`src/rtl/ram_coeff_streamer_pkg.sv`:
```
// Shared definitions for the coefficient streamer: word geometry,
// FSM state encodings and the coefficient unpack helper.
package ram_coeff_streamer_pkg;

  localparam int COEFF_W         = 12;
  localparam int COEFFS_PER_WORD = 8;
  localparam int WORD_W          = COEFF_W * COEFFS_PER_WORD;
  localparam int ADDR_W          = 8;
  localparam int IDX_W           = $clog2(COEFFS_PER_WORD);
  localparam int CNT_W           = ADDR_W + 1;

  // FSM state encoding, kept as plain constants so older blocks can share it
  typedef logic [1:0] state_t;
  localparam state_t ST_IDLE   = 2'd0;
  localparam state_t ST_LOAD   = 2'd1;
  localparam state_t ST_STREAM = 2'd2;
  localparam state_t ST_FINISH = 2'd3;

  // Coefficient idx of a packed RAM word; idx 0 sits in the low bits
  function automatic logic [COEFF_W-1:0] unpackCoeff(
    input logic [WORD_W-1:0] word,
    input logic [IDX_W-1:0]  idx
  );
    return word[COEFF_W*idx +: COEFF_W];
  endfunction

endpackage

```
`src/rtl/ram_coeff_streamer.sv`:
```
// Walks a contiguous range of coefficient-RAM words and streams the eight
// packed 12-bit coefficients of each word one per cycle on valid/ready.
// The next word is captured on the same edge that consumes the final
// coefficient of the current one, so a ready sink sees no bubbles.
module ram_coeff_streamer
  import ram_coeff_streamer_pkg::*;
(
  input  logic               clk,
  input  logic               rst,
  input  logic               start,
  input  logic [ADDR_W-1:0]  base_addr,
  input  logic [ADDR_W:0]    num_words,
  output logic [ADDR_W-1:0]  raddr,
  input  logic [WORD_W-1:0]  rdata,
  output logic               coeff_valid,
  input  logic               coeff_ready,
  output logic [COEFF_W-1:0] coeff_data,
  output logic               coeff_last,
  output logic               busy,
  output logic               done
);

  state_t             r_state;
  state_t             w_nextState;
  logic [ADDR_W-1:0]  r_raddr;
  logic [WORD_W-1:0]  r_buffer;
  logic [CNT_W-1:0]   r_wordsLeft;
  logic [IDX_W-1:0]   r_idx;
  logic               r_busy;

  logic               w_streaming;
  logic               w_handshake;
  logic               w_lastIdx;
  logic               w_noWordsLeft;
  logic               w_capture;

  assign w_streaming   = (r_state == ST_STREAM);
  assign w_handshake   = w_streaming && coeff_ready;
  assign w_lastIdx     = (r_idx == IDX_W'(COEFFS_PER_WORD - 1));
  assign w_noWordsLeft = (r_wordsLeft == '0);
  // A RAM word is latched in LOAD and on the final handshake of a word
  // whenever more words remain
  assign w_capture     = (r_state == ST_LOAD) ||
                         (w_handshake && w_lastIdx && !w_noWordsLeft);

  // Next-state selection; start is only looked at while idle
  always_comb begin
    w_nextState = r_state;
    case (r_state)
      ST_IDLE: begin
        if (start) begin
          if (num_words == '0) begin
            w_nextState = ST_FINISH;
          end else begin
            w_nextState = ST_LOAD;
          end
        end
      end
      ST_LOAD: begin
        w_nextState = ST_STREAM;
      end
      ST_STREAM: begin
        if (w_handshake && w_lastIdx && w_noWordsLeft) begin
          w_nextState = ST_FINISH;
        end
      end
      ST_FINISH: begin
        w_nextState = ST_IDLE;
      end
      default: begin
        w_nextState = ST_IDLE;
      end
    endcase
  end

  // State register; reset aborts any command in flight
  always_ff @(posedge clk) begin
    if (rst) begin
      r_state <= ST_IDLE;
    end else begin
      r_state <= w_nextState;
    end
  end

  // Read address and remaining-word count advance on every word capture
  always_ff @(posedge clk) begin
    if (rst) begin
      r_raddr     <= '0;
      r_wordsLeft <= '0;
    end else if ((r_state == ST_IDLE) && start && (num_words != '0)) begin
      r_raddr     <= base_addr;
      r_wordsLeft <= num_words;
    end else if (w_capture) begin
      r_raddr     <= r_raddr + ADDR_W'(1);
      r_wordsLeft <= r_wordsLeft - CNT_W'(1);
    end
  end

  // Word buffer and coefficient index; a capture restarts the index at 0
  always_ff @(posedge clk) begin
    if (rst) begin
      r_buffer <= '0;
      r_idx    <= '0;
    end else if (w_capture) begin
      r_buffer <= rdata;
      r_idx    <= '0;
    end else if (w_handshake && !w_lastIdx) begin
      r_idx    <= r_idx + IDX_W'(1);
    end
  end

  // Busy covers an accepted start through the completion cycle
  always_ff @(posedge clk) begin
    if (rst) begin
      r_busy <= 1'b0;
    end else if ((r_state == ST_IDLE) && start) begin
      r_busy <= 1'b1;
    end else if (r_state == ST_FINISH) begin
      r_busy <= 1'b0;
    end
  end

  assign raddr       = r_raddr;
  assign coeff_valid = w_streaming;
  assign coeff_data  = unpackCoeff(r_buffer, r_idx);
  assign coeff_last  = w_streaming && w_lastIdx && w_noWordsLeft;
  assign busy        = r_busy;
  assign done        = (r_state == ST_FINISH);

endmodule
```
`config.mk`:
```
export PLATFORM = sky130hd
export DESIGN_NAME = ram_coeff_streamer
export DESIGN_NICKNAME = d
export VERILOG_FILES = /design/src/rtl/ram_coeff_streamer_pkg.sv /design/src/rtl/ram_coeff_streamer.sv
export SDC_FILE = /design/constraint.sdc
export NUM_CORES = 1
export LEC_CHECK = 0
export BUFFER_PORTS_ARGS = -buffer_cell sky130_fd_sc_hd__buf_2
export CAP_MARGIN = 20
export CORE_MARGIN = 4
export CORE_UTILIZATION = 35
export DETAILED_ROUTE_END_ITERATION = 12
export GPL_TIMING_DRIVEN = 0
export HOLD_SLACK_MARGIN = 0.02
export RECOVER_POWER = 100
export SYNTH_ARGS = -nofsm -noshare
export SYNTH_HDL_FRONTEND = slang
export SYNTH_SLANG_ARGS = --single-unit
```
`constraint.sdc`:
```
create_clock -name clk -period 2.4 [get_ports clk]
set_clock_uncertainty 0.2 [all_clocks]
set_input_delay 0.12 -clock clk [delete_from_list [all_inputs] [get_ports clk]]
set_output_delay 0.12 -clock clk [all_outputs]
set_load 0.05 [all_outputs]
```
==> implementation parameters <==
Parameter                              Value

Clock network
  Number of sinks driven by the clock tree ... 119
  H-Tree Depth ... 4
  Number of buffers added by the clock tree synthesis step ... 17
  Root Driver ... sky130_fd_sc_hd__clkbuf_16
  Register clock-pin slew on the reported worst setup and hold paths ... 0.05 ns
  Clock tree from TritonCTS ... yes
  Bufs on Longest Clock Path ... 2
  Insertion delay of the later-clocked pin in the worst-skew pair ... between 0.4 and 0.5 ns

Setup path
  Endpoint kind of the worst setup timing path ... output pin
  Type of the worst setup path ... flip-flop to output pin
  Register-to-register setup slack ... between 0.04 and 0.05 ns
  Critical Path AT ... slightly above 2 ns
  Critical path's slowest cell ... sky130_fd_sc_hd__mux4_2
  Buffers & Inverters on Critical Path ... 3
  Delay of the slowest cell on the worst path ... 0.52 ns
  Maximum fanout encountered on the critical timing path ... 5
  Delay-heaviest family, CP ... multiplexers
  Critical path data required time ... roughly 2.1 ns
  Startpoint Class ... flip-flop
  Crit-path cells ... buf_8 -> buf_12 -> mux4_2 -> mux2_2 -> buf_2

Synth
  Most instantiated library cell after synthesis ... sky130_fd_sc_hd__nand2_1
  Synthesized area per cell ... ~8.7 µm²
  Multiplexer fraction of the synthesized cell area ... about an eighth
  Number of warnings printed during yosys synthesis ... 0
  Synthesized net count ... between 700 and 800
  Yosys top cell area share ... between 40% and 50%
  Post-synth EDFFs ... 0
  Leading cell types by count after synthesis ... sky130_fd_sc_hd__nand2_1 (200), sky130_fd_sc_hd__dfxtp_1 (119), sky130_fd_sc_hd__a21oi_1 (99), sky130_fd_sc_hd__mux4_2 (24), sky130_fd_sc_hd__clkbuf_1 (22)
  Unique masters post-synth ... 43
  Synth top area cells ... sky130_fd_sc_hd__dfxtp_1 (44%), sky130_fd_sc_hd__nand2_1 (14%), sky130_fd_sc_hd__mux4_2 (10%)
  Netlist Area Pre-Place ... between 5000 and 6000 µm²
  Synth Flop Type ... sky130_fd_sc_hd__dfxtp_1
  Top cell type by total area after synthesis ... sky130_fd_sc_hd__dfxtp_1
  Cells after synthesis ... 618
  Post-synthesis share of cell area spent on xor and xnor gates ... 2.28%
  Adder-cell share of the synthesized area ... roughly 2.1%
  Simple-Gate Fraction of Synth Area ... between 10% and 20%
  Sequential area share after synthesis ... ~44%
  Fraction of synthesis flops using an asynchronous set or reset pin ... 0%
  Fraction of the mapped netlist area in compound gates ... around 14%
  Number of synthesized register bits ... ~120
  Combinational family with the most area after synthesis ... simple AND/OR/NAND/NOR gates

Floorplan
  Initial cell density of the core ... a little over a third
  Total die area ... ~17,000 µm²
  DIE WIDTH ... approximately 130 µm
  I/O pin cnt ... 141
  Core area ... around 15,000 µm²
  Vertical die dimension ... around 130 µm
  Number of rows created at floorplan ... 45

Routing
  Routed wire length ... ~18,000 µm
  Vias ... 5,463
  Number of DRC markers in iteration 0 ... about 290
  Count of antenna-violating nets left after detailed routing ... 0
  Post-route DRC ... 0
  Ratio of routed vias to standard cells ... approximately 5.0
  Number of search-and-repair iterations in the first detailed-routing pass ... 4
  WL/cell ... between 15 and 20 µm

STA
  Slew margin rel. ... ~58%
  Least-Margin Pin Slew ... approximately 0.62 ns
  Setup repair after global routing missed its margin ... true
  Tcrit/Tclk final ... around 98%
  Fmax ... ~420 MHz
  Final hold violation count ... 0
  Setup violation total in the final timing report ... 0
  Number of max-slew violations in the final report ... 0
  Shortest period the worst path allows ... around 2.4 ns

Global routing
  Via count of the first global-routing pass ... about 5,500
  Antenna violations before repair ... 1
  Congestion Overflow GR ... 0
  Pin count of the biggest net entering global routing ... 17
  Tot GR Track Use ... between 20% and 30%
  First-pass GRT wire length ... roughly 28,000 µm

Placement
  HPWL after detailed placement ... around 12,000 µm
  GPL Wtd Cong ... 0.811
  Placed Instances ... about 950
  Number of input and output port buffers inserted ... approximately 140

Pwr
  Share of power burned in registers ... 33.1%
  Switching power ... about 3.2 mW
  Clk pwr share ... between 20% and 30%
  Power density relative to cell area ... around 1100 nW/µm²
  Internal power ... 5.61 mW
  IR Drop Worst-Case VDD ... 0.575 mV
  Switching portion of total power ... 36.0%
  Power share of the combinational group ... between 30 and 40%
  Leak Pwr ... between 3 and 4 nW

Final layout
  Area taken by multi-input logic gates ... between 2000 and 3000 µm²
  Fill cell count ... 1,349
  Post-route core utilization ... between 50% and 60%
  P&R area growth vs syn ... 54.6%
  N_diodes ... 0
  Share of cells above drive strength 1 ... between 20% and 30%
  Number of standard cells in the final layout excluding fillers ... 1,100
  Layout net count ... 1,025
  Register area ... ~2400 µm²

Status
  Outcome ... finished clean

Hold path
  Classification of the worst-slack hold path ... input pin to flip-flop

Flow run
  Max Cap Violations ... 0
==> kinds of logic (layout without fill, tap and decap cells) <==
family,after synthesis,count (layout)
simple gates,248,248
compound gates,137,137
flops,119,119
buf+inv,53,347
mux,38,38
xor+xnor,14,14
fa+ha+maj,9,9
==> sequential cells by signal, indices dropped and copies added (netlist names) <==
register and count:
busy 1, r_buffer 96, r_idx 3, r_state 2, r_wordsLeft 9, raddr 8
==> timing repair <==
| item | in CTS | in global routing |
|---|---|---|
| setup buffers | 7 | 1 |
| hold endpoints to repair | 116 | 0 |
| hold buffers | 114 | 0 |
| pin swaps | 1 | 0 |
| resized for setup | 41 | 25 |
| endpoints found under the setup margin | 114 | 109 |
| cloned | 2 | 0 |
==> power by group through the flow <==
stage	Clock (mW)	Sequential (mW)	Combinational, mW
2_1_floorplan	0	2.96	2.02
3_3_place_gp	0	2.92	2.90
3_5_place_dp	0	2.92	2.90
4_1_cts	2.62	2.89	3.23
5_1_grt	2.69	2.96	3.58
6_report	2.58	2.90	3.28
==> final cells by class <==
cell class                 count  area share (%)
sequential                   119            28.7
tap                          188            2.83
clock buffer                  23            5.75
multi-input combinational    446            32.9
inverter                       6           0.271
buffer                        46            4.34
clock inverter                 9            1.48
timing repair buffer         263            23.7
==> cells in the final DEF (no fill, tap or decap), types with 2 or more instances in the layout <==
cell type                       count
sky130_fd_sc_hd__mux2i_1            2
sky130_fd_sc_hd__nor2_1            16
sky130_fd_sc_hd__or4_1              2
sky130_fd_sc_hd__nand4_1            2
sky130_fd_sc_hd__nor4_1             2
sky130_fd_sc_hd__nor3_1             9
sky130_fd_sc_hd__or3_1              2
sky130_fd_sc_hd__ha_1               8
sky130_fd_sc_hd__xor2_1            10
sky130_fd_sc_hd__dfxtp_1          116
sky130_fd_sc_hd__buf_6             15
sky130_fd_sc_hd__inv_1              5
sky130_fd_sc_hd__clkbuf_16         17
sky130_fd_sc_hd__clkbuf_4           6
sky130_fd_sc_hd__buf_2            120
sky130_fd_sc_hd__buf_4             16
sky130_fd_sc_hd__bufinv_16          3
sky130_fd_sc_hd__dlygate4sd3_1    114
sky130_fd_sc_hd__clkbuf_8           3
sky130_fd_sc_hd__clkinv_2           5
sky130_fd_sc_hd__nand2_2            3
sky130_fd_sc_hd__nand2_1          197
sky130_fd_sc_hd__o21ai_1            2
sky130_fd_sc_hd__buf_12             5
sky130_fd_sc_hd__a211oi_1           8
sky130_fd_sc_hd__o32ai_1            2
sky130_fd_sc_hd__mux4_2            24
sky130_fd_sc_hd__and3_1             2
sky130_fd_sc_hd__nand2b_1           5
sky130_fd_sc_hd__a21oi_1           99
sky130_fd_sc_hd__mux2_2            12
sky130_fd_sc_hd__o2111ai_1          3
sky130_fd_sc_hd__clkbuf_1          32
sky130_fd_sc_hd__o21ai_0           10
sky130_fd_sc_hd__a31oi_1            3
sky130_fd_sc_hd__dfxtp_2            3
sky130_fd_sc_hd__xnor2_1            4
sky130_fd_sc_hd__clkbuf_2           2
sky130_fd_sc_hd__buf_8              2
==> metrics by stage <==
stage                     setup WS (ns)  power (mW)  instance area, µm²  hold slack [ns]  setup TNS, ns
final                            0.0420        8.76                8310           0.0292              0
after global routing            -0.0283        9.24                8310           0.0735         -0.103
after CTS                       0.00437        8.73                8250           0.0219              0
after detailed placement         -0.406        5.83                6310            0.142          -9.68
after global placement           -0.409        5.82                6310            0.136          -9.16
after floorplan                   0.136        4.98                5380           0.0286              0
==> metal layers <==
metal	vias up	track usage, %	share of wire [%]
met5	-	0	0.11
met3	33	4.92	5.2
met4	2	7.76	2.7
met2	168	35.1	49
li1	2700	-	-
met1	2560	24.9	43
==> worst paths after layout <==
| path | cells past startpoint | from | endpoint |
|---|---|---|---|
| setup / recovery | 5 | r_idx[0] | coeff_data[0] |
| hold / removal | 6 | coeff_ready | r_state[1] |
| setup reg to reg | 9 | r_wordsLeft[0] | r_buffer[13] |
| hold reg to reg | 2 | r_buffer[85] | r_buffer[85] |
==> worst reg2reg max path, stage by stage, from the launching register on <==
cell,delay (ns)
sky130_fd_sc_hd__dfxtp_1,0.32
sky130_fd_sc_hd__inv_2,0.07
sky130_fd_sc_hd__ha_1,0.17
sky130_fd_sc_hd__or4b_4,0.50
sky130_fd_sc_hd__o21a_4,0.23
sky130_fd_sc_hd__or2_4,0.26
sky130_fd_sc_hd__buf_6,0.15
sky130_fd_sc_hd__buf_6,0.14
sky130_fd_sc_hd__nand2_1,0.10
sky130_fd_sc_hd__a21oi_1,0.07
Power figures use the tool's default switching activity.
